### config.mk
export PLATFORM = sky130hd
export DESIGN_NAME = fifo_wr_arbiter
export DESIGN_NICKNAME = d
export VERILOG_FILES = /design/src/rtl/fifo_arb_pkg.sv /design/src/rtl/rr_picker.sv /design/src/rtl/fifo_wr_arbiter.sv
export SDC_FILE = /design/constraint.sdc
export NUM_CORES = 1
export LEC_CHECK = 0
export CELL_PAD_IN_SITES_DETAIL_PLACEMENT = 1
export CELL_PAD_IN_SITES_GLOBAL_PLACEMENT = 1
export CORE_MARGIN = 3
export CORE_UTILIZATION = 26
export DETAILED_ROUTE_END_ITERATION = 6
export HOLD_SLACK_MARGIN = 0.12
export PLACE_DENSITY_LB_ADDON = 0.1
export SLEW_MARGIN = 15
export SYNTH_ARGS = -nofsm -noshare
export SYNTH_HDL_FRONTEND = slang
export SYNTH_SLANG_ARGS = --single-unit
### constraint.sdc
create_clock -name wclk -period 3.2 [get_ports wclk]
set_input_delay 0.32 -clock wclk [delete_from_list [all_inputs] [get_ports wclk]]
set_output_delay 0.32 -clock wclk [all_outputs]
set_load 0.02 [all_outputs]
### src/rtl/fifo_arb_pkg.sv
// Shared types and sizing helpers for the FIFO write-port arbiter and its picker.
// The default widths below match the default arbiter parameters.
package fifo_arb_pkg;

    typedef enum logic [0:0] {
        IDLE   = 1'b0,
        LOCKED = 1'b1
    } state_e;

    // Returns the bit count needed to index 'value' items; clog2(1) is 0.
    function automatic int clog2(input int value);
        int result;
        result = 0;
        for (int i = 0; i < 31; i++) begin
            if ((1 << i) < value) begin
                result = i + 1;
            end
        end
        return result;
    endfunction

    localparam int DEF_NREQ     = 4;
    localparam int DEF_MAXBURST = 16;
    localparam int IDW          = clog2(DEF_NREQ);
    localparam int CNTW         = clog2(DEF_MAXBURST) + 1;

endpackage

### src/rtl/rr_picker.sv
// Combinational round-robin picker: first asserted request at or after the pointer, cyclically.
// Shared between the write-side arbiter and the read-side scheduler.
module rr_picker
    import fifo_arb_pkg::*;
#(
    parameter int NREQ = 4,
    parameter int PW   = clog2(NREQ)
) (
    input  logic [NREQ-1:0] i_req,
    input  logic [PW-1:0]   i_rr_ptr,
    output logic [PW-1:0]   o_winner,
    output logic            o_any_req
);

    logic [PW:0] w_idx;

    // The extra index bit plus an explicit compare keeps the wrap correct when NREQ is not a power of two.
    always_comb begin
        o_winner  = '0;
        o_any_req = 1'b0;
        w_idx     = '0;
        for (int k = 0; k < NREQ; k++) begin
            w_idx = {1'b0, i_rr_ptr} + (PW+1)'(k);
            if (w_idx >= (PW+1)'(NREQ)) begin
                w_idx = w_idx - (PW+1)'(NREQ);
            end
            if (!o_any_req && i_req[w_idx[PW-1:0]]) begin
                o_any_req = 1'b1;
                o_winner  = w_idx[PW-1:0];
            end
        end
    end

endmodule

### src/rtl/fifo_wr_arbiter.sv
// Packet-based round-robin arbiter sharing the async FIFO write port among NREQ clients.
// A grant lasts until the last beat or MAXBURST beats; every release costs one IDLE cycle.
module fifo_wr_arbiter
    import fifo_arb_pkg::*;
#(
    parameter int DATASIZE = 8,
    parameter int NREQ     = 4,
    parameter int MAXBURST = 16
) (
    input  logic                     wclk,
    input  logic                     wrst,
    input  logic [NREQ-1:0]          req_valid,
    input  logic [NREQ*DATASIZE-1:0] req_data,
    input  logic [NREQ-1:0]          req_last,
    output logic [NREQ-1:0]          req_ready,
    input  logic                     wfull,
    output logic                     winc,
    output logic [DATASIZE-1:0]      wdata,
    output logic [clog2(NREQ)-1:0]   grant_id,
    output logic                     busy
);

    localparam int GRANT_W = clog2(NREQ);
    localparam int BEAT_W  = clog2(MAXBURST) + 1;

    state_e               r_state;
    logic [GRANT_W-1:0]   r_rr_ptr;
    logic [GRANT_W-1:0]   r_grant_id;
    logic [BEAT_W-1:0]    r_beat_cnt;

    logic [GRANT_W-1:0]   w_winner;
    logic                 w_any_req;
    logic                 w_locked;
    logic                 w_last;
    logic                 w_burst_end;
    logic [GRANT_W-1:0]   w_next_ptr;

    rr_picker #(
        .NREQ (NREQ),
        .PW   (GRANT_W)
    ) u_picker (
        .i_req     (req_valid),
        .i_rr_ptr  (r_rr_ptr),
        .o_winner  (w_winner),
        .o_any_req (w_any_req)
    );

    assign w_locked    = (r_state == LOCKED);
    assign winc        = w_locked & req_valid[r_grant_id] & ~wfull;
    assign w_last      = req_last[r_grant_id];
    assign w_burst_end = (r_beat_cnt == BEAT_W'(MAXBURST - 1));
    assign w_next_ptr  = (r_grant_id == GRANT_W'(NREQ - 1)) ? '0 : r_grant_id + GRANT_W'(1);
    assign grant_id    = r_grant_id;
    assign busy        = w_locked;

    always_comb begin
        req_ready = '0;
        if (w_locked && !wfull) begin
            req_ready[r_grant_id] = 1'b1;
        end
    end

    // Full one-hot mux so wdata is always a defined slice, even when no beat is written.
    always_comb begin
        wdata = '0;
        for (int i = 0; i < NREQ; i++) begin
            if (r_grant_id == GRANT_W'(i)) begin
                wdata = req_data[i*DATASIZE +: DATASIZE];
            end
        end
    end

    always_ff @(posedge wclk) begin
        if (wrst) begin
            r_state    <= IDLE;
            r_rr_ptr   <= '0;
            r_grant_id <= '0;
            r_beat_cnt <= '0;
        end else begin
            case (r_state)
                IDLE: begin
                    if (w_any_req) begin
                        r_grant_id <= w_winner;
                        r_beat_cnt <= '0;
                        r_state    <= LOCKED;
                    end
                end
                LOCKED: begin
                    // Stalls (wfull or a silent owner) simply hold the grant and the count.
                    if (winc) begin
                        if (w_last || w_burst_end) begin
                            r_state  <= IDLE;
                            r_rr_ptr <= w_next_ptr;
                        end else begin
                            r_beat_cnt <= r_beat_cnt + BEAT_W'(1);
                        end
                    end
                end
                default: r_state <= IDLE;
            endcase
        end
    end

endmodule

After elaboration in Yosys (flattened, before gate mapping)

Cells that the tools add are included.

Register bits: 10
Output and inout bits: 16
Bits of input ports: 43

Equality and inequality tests: 7
Reduce and logical (&&, ||, !) cells: 14
Muxes and demuxes: 40
Order comparisons: 10
Add/subtract/negate cells: 9
Bitwise operators: 4

Operators with widths:

| cell                | number |
|---|---|
| $mux 8              | 4 |
| $mux 2              | 9 |
| $lt 2x3->1 const B  | 5 |
| $mux 5              | 3 |
| $mux 1              | 14 |
| $bmux 1 s2          | 6 |
| $pmux 5 s2          | 1 |
| $ge 3x3->1 const B  | 3 |
| $sub 2x1->2 const B | 4 |
| $add 2x2->3 const B | 2 |
| $reduce_and 3->1    | 2 |
| $add 5x1->5 const B | 1 |
| $eq 5x4->1 const B  | 1 |
| $logic_and 1x1->1   | 5 |
| $eq 2x2->1 const B  | 2 |
| $logic_not 1->1     | 4 |
| $mux 4              | 1 |
| $ne 2x2->1 const B  | 2 |
| $add 2x1->3 const B | 1 |
| $ge 2x3->1 const B  | 1 |
| $add 2x1->2 const B | 1 |
| $and 1x1->1         | 2 |
| $demux 1 s2         | 1 |
| $eq 2x1->1 const B  | 1 |
| 7 further kinds     | 8 |

Logic depth before layout (Yosys ltp)

Depth after elaboration: 16
Mapped depth: 7
Depth with buffers taken out: 7

Hierarchy

A second synthesis with hierarchy kept.

Cell total of the unflattened synthesis: 137
Area, all modules: 969.7 µm²

Modules (own cells, without submodules):

| module          | times used | area each (µm²) | cells each | seq. area each (µm²) |
|---|---|---|---|---|
| fifo_wr_arbiter | 1          | 892.1           | 122        | 200.2 |
| rr_picker       | 1          | 77.6            | 15         | 0.0 |

Worst setup path before layout

No wires, ideal clock.

Kind: register to output
Start: register r_grant_id[0] (netlist: grant_id[0])
End: output port wdata[2]
Cell stages (with the launch flop): 8
Data arrival time: 1.862 ns
Slack: 1.018 ns
Path through: dfxtp_1 -> buf_2 -> inv_1 -> ha_1 -> clkbuf_1 -> a21oi_1 -> a21oi_1 -> o21ai_0

Longest elaborated chain between the ends: 5

Ends and longest elaborated chain:

| item                   | RTL line              | RTL |
|---|---|---|
| start, declared        | fifo_wr_arbiter.sv:28 | `logic [GRANT_W-1:0] r_grant_id;` |
| start signal, assigned | fifo_wr_arbiter.sv:83 | `r_grant_id <= w_winner;` |
| $logic_not 2->1        | fifo_wr_arbiter.sv:67 | `if (r_grant_id == GRANT_W'(i)) begin` |
| $mux 8 (3 in series)   | fifo_wr_arbiter.sv:67 |  |
| $mux 8 *               | fifo_wr_arbiter.sv:67 |  |
| end, declared          | fifo_wr_arbiter.sv:18 | `output logic [DATASIZE-1:0] wdata,` |

Every way passes the cells marked *; elsewhere a longest branch is shown, timed or not.

Worst setup path after layout

Start: register r_grant_id[0] (netlist: grant_id[0])
End: output port wdata[6]

Same word-level chain as after synthesis.

==> run_results.csv <==
group,metric,value,unit
route,ant_nets,0,
clock_tree,root_buffer,"clkbuf_8",
synthesis,synth_edf_count,0,
critical_path,r2r_cells,7,
timing,setup_slack,0.3493,ns
min_path,whs_path_depth,2,
layout,area_growth_syn_to_layout,69.62,%
floorplanning,chipWidth,66.76,µm
min_path,hold_path_class,"register to register",
route,drt_iter0_markers,30,
run_status,outcome,"complete, no violations",
pwr,power,535.9,µW
route,via_count,1191,
floorplanning,design.die.area,4456,µm²
critical_path,crit_type,"register to output pin",
critical_path,critPathMaxFanout,17,
clock_tree,cts_buffers,3,
critical_path,arrival,2.53,ns
route,viasPerCell,5.134,
critical_path,rrSetupSlack,0.98,ns
timing,fin_tns_setup,0,ns
global_route,grt_max_degree,19,
floorplanning,ios,59,
floorplanning,initial_core_util,27.88,%
clock_tree,cts_tree,"yes",
critical_path,slowest_delay,0.66,ns
clock_tree,cts.sinks,10,
synthesis,yosysMostFrequentCell,"a21oi_1",
timing,maxSlewHeadroom,54.87,%
synthesis,syn_area,959.7,µm²
synthesis,syn_inst,131,
min_path,min_from,"r_beat_cnt[4]$_SDFFE_PP0P_",
critical_path,start_kind,"register",
synthesis,async_flop_share,0,%
critical_path,r2r-end,"r_beat_cnt[3]$_SDFFE_PP0P_",
layout,drive_above_1_share,2.688,%
synthesis,synth_commonest_cells,"a21oi_1 (15), nand2_1 (12), dfxtp_1 (10)",
synthesis,yosysTopAreaCell,"dfxtp_1",
critical_path,r2r-start,"r_beat_cnt[0]$_SDFFE_PP0P_",
clock_tree,cts_buffer_depth,2,
critical_path,worstSetupEndpointType,"output pin",
synthesis,synth.ff_latch_count,10,
synthesis,syn-num-nets,180,
layout,fill_cells,426,
layout,n_antenna_cell,0,
route,wire_per_inst,14.40,µm
floorplanning,coreArea,3442,µm²
clock_tree,clk_pin_slew_worst_paths,0.05,ns
layout,fin_nets,236,
global_route,antenna_found_initial,0,
global_route,grt_pass1_vias,1207,
floorplanning,placementRows,21,
critical_path,path_cells,"inv_1 -> ha_1 -> nor2b_1 -> o31ai_1 -> clkdlybuf4s50_1",
clock_tree,htreeDepth,1,
place,place_congestion,0.6948,
timing,slew_viol_final,0,
synthesis,syn_avg_cell_area,7.326,µm²
timing,max_freq,350.8,MHz
global_route,track_usage,15.34,%
timing,rsz0062_at_grt,"no",
run,maxCapViolations,0,
timing,skew,0.002049,ns
floorplanning,die_h,66.76,µm
synthesis,synth_warnings,0,
place,port-buffer-count,58,
route,wl,3341,µm
layout,multiInputGateArea,700.7,µm²
synthesis,synth-main-ff-cell,"dfxtp_1",
global_route,grt_remaining_overflow,0,
clock_tree,cts_setup_buffers,0,
synthesis,synth_cell_types,34,
timing,fin_crit,2.851,ns
timing,tightestPinTransition,0.6770,ns
critical_path,critical_path_required,2.88,ns
pwr,p_per_area,329.2,nW/µm²
place,place_area,1570,µm²
place,dp_hpwl,2689,µm
timing,period_share,89.08,%
clock_tree,clk_latency,0.24,ns
timing,hold_violations,0,
route,remaining_drc_errors,0,
critical_path,crit_slowest_cell,"clkdlybuf4s50_1",
route,dr.pass1.iters,4,
layout,regArea,200.2,µm²
place,preCtsSetupSlack,0.5028,ns
layout,final_area,1628,µm²
pwr,p_leak,0.5591,nW
global_route,grt_pass1_wl,5285,µm
timing,setup_viol,0,
synthesis,synth_area_leaders,"dfxtp_1 (21%), a21oi_1 (7.8%), ha_1 (7.8%), o31ai_1 (5.5%), nor2b_1 (5.2%)",
pwr,ir_drop,0.0003064,V
synthesis,synth_top_area_share,20.86,%
min_path,hold_end,"r_beat_cnt[4]$_SDFFE_PP0P_",
synthesis,yosysSeqAreaShare,20.86,%
[sequential cells by signal (all words and copies together), names as in the netlist]
| register | flops |
|---|---|
| busy | 1 |
| grant_id | 2 |
| r_rr_ptr | 2 |
| r_beat_cnt | 5 |
[layout make-up]
type / instances / share of cell area, %
multi-input combinational: 105 / 43.04
timing repair buffer: 58 / 35.66
sequential: 10 / 12.30
tap: 46 / 3.536
clock buffer: 4 / 3.382
inverter: 9 / 2.075
[stage by stage]
| stage | cells | hold slack, ns | util, % |
|---|---|---|---|
| after global placement | 228 | 0.4759 | 45.62 |
| after detailed placement | 228 | 0.5025 | 45.62 |
| after global routing | 232 | 0.5436 | 47.29 |
| after CTS | 232 | 0.5113 | 47.22 |
| final | 232 | 0.5051 | 47.29 |
| after floorplan | 131 | 0.4548 | - |
[placed cells by master (no fill, tap or decap), types with 2 or more instances in the layout]
master,n
clkdlybuf4s50_1,58
a21oi_1,15
nand2_1,12
dfxtp_1,10
inv_1,9
o21ai_0,7
nor2b_1,7
o31ai_1,7
ha_1,6
a221oi_1,5
nand3b_1,4
and2_1,4
mux2i_1,4
nor2_1,4
or4_1,4
clkbuf_8,4
nand3_1,3
o211ai_1,3
nand2b_1,2
or3_1,2
o221ai_1,2
a211oi_1,2
[worst max-delay path: cells and delay by family (launching register included)]
| kind | cells | cell delay, ns |
|---|---|---|
| simple gates | 1 | 0.22 |
| buf+inv | 2 | 0.80 |
| compound gates | 1 | 0.26 |
| fa+ha+maj | 1 | 0.42 |
| flops | 1 | 0.59 |
[where the power goes]
part	switching, mW	internal [mW]	leakage, nW
Sequential	0.00976	0.130	0.0813
Clock	0.0506	0.108	0.0288
Combinational	0.110	0.127	0.449
Total	0.171	0.365	0.559
[logic make-up after synthesis]
| family | Yosys count | synth area share (%) |
|---|---|---|
| buf+inv | 16 | 6.388 |
| flops | 10 | 20.86 |
| compound gates | 47 | 32.33 |
| mux | 4 | 4.172 |
| simple gates | 48 | 28.42 |
| fa+ha+maj | 6 | 7.822 |
[worst max-delay path by stage]
stage	cells past startpoint	slack, ns	to	start
3_3_place_gp	6	0.54	wdata[4]	grant_id[1]$_SDFFE_PP0P_
2_1_floorplan	7	1.02	wdata[2]	grant_id[0]$_SDFFE_PP0P_
4_1_cts	6	0.23	wdata[6]	grant_id[1]$_SDFFE_PP0P_
5_1_grt	6	0.09	wdata[6]	grant_id[1]$_SDFFE_PP0P_
6_report	5	0.35	wdata[6]	grant_id[0]$_SDFFE_PP0P_
3_5_place_dp	6	0.50	wdata[5]	grant_id[1]$_SDFFE_PP0P_
[per-layer routing]
metal  global-route usage, %  up-vias  wire length, µm
met5                       0        -                0
met4                   3.807        0               23
met3                   2.867        3              184
met2                   28.09       34             1658
met1                   18.10      551             1474
li1                        -      603                -
[timing repair]
item                                    in CTS  in global routing
endpoints found under the setup margin       0                  2
hold buffers                                 0                  0
resized for setup                            0                  1
Power figures use the tool's default switching activity.
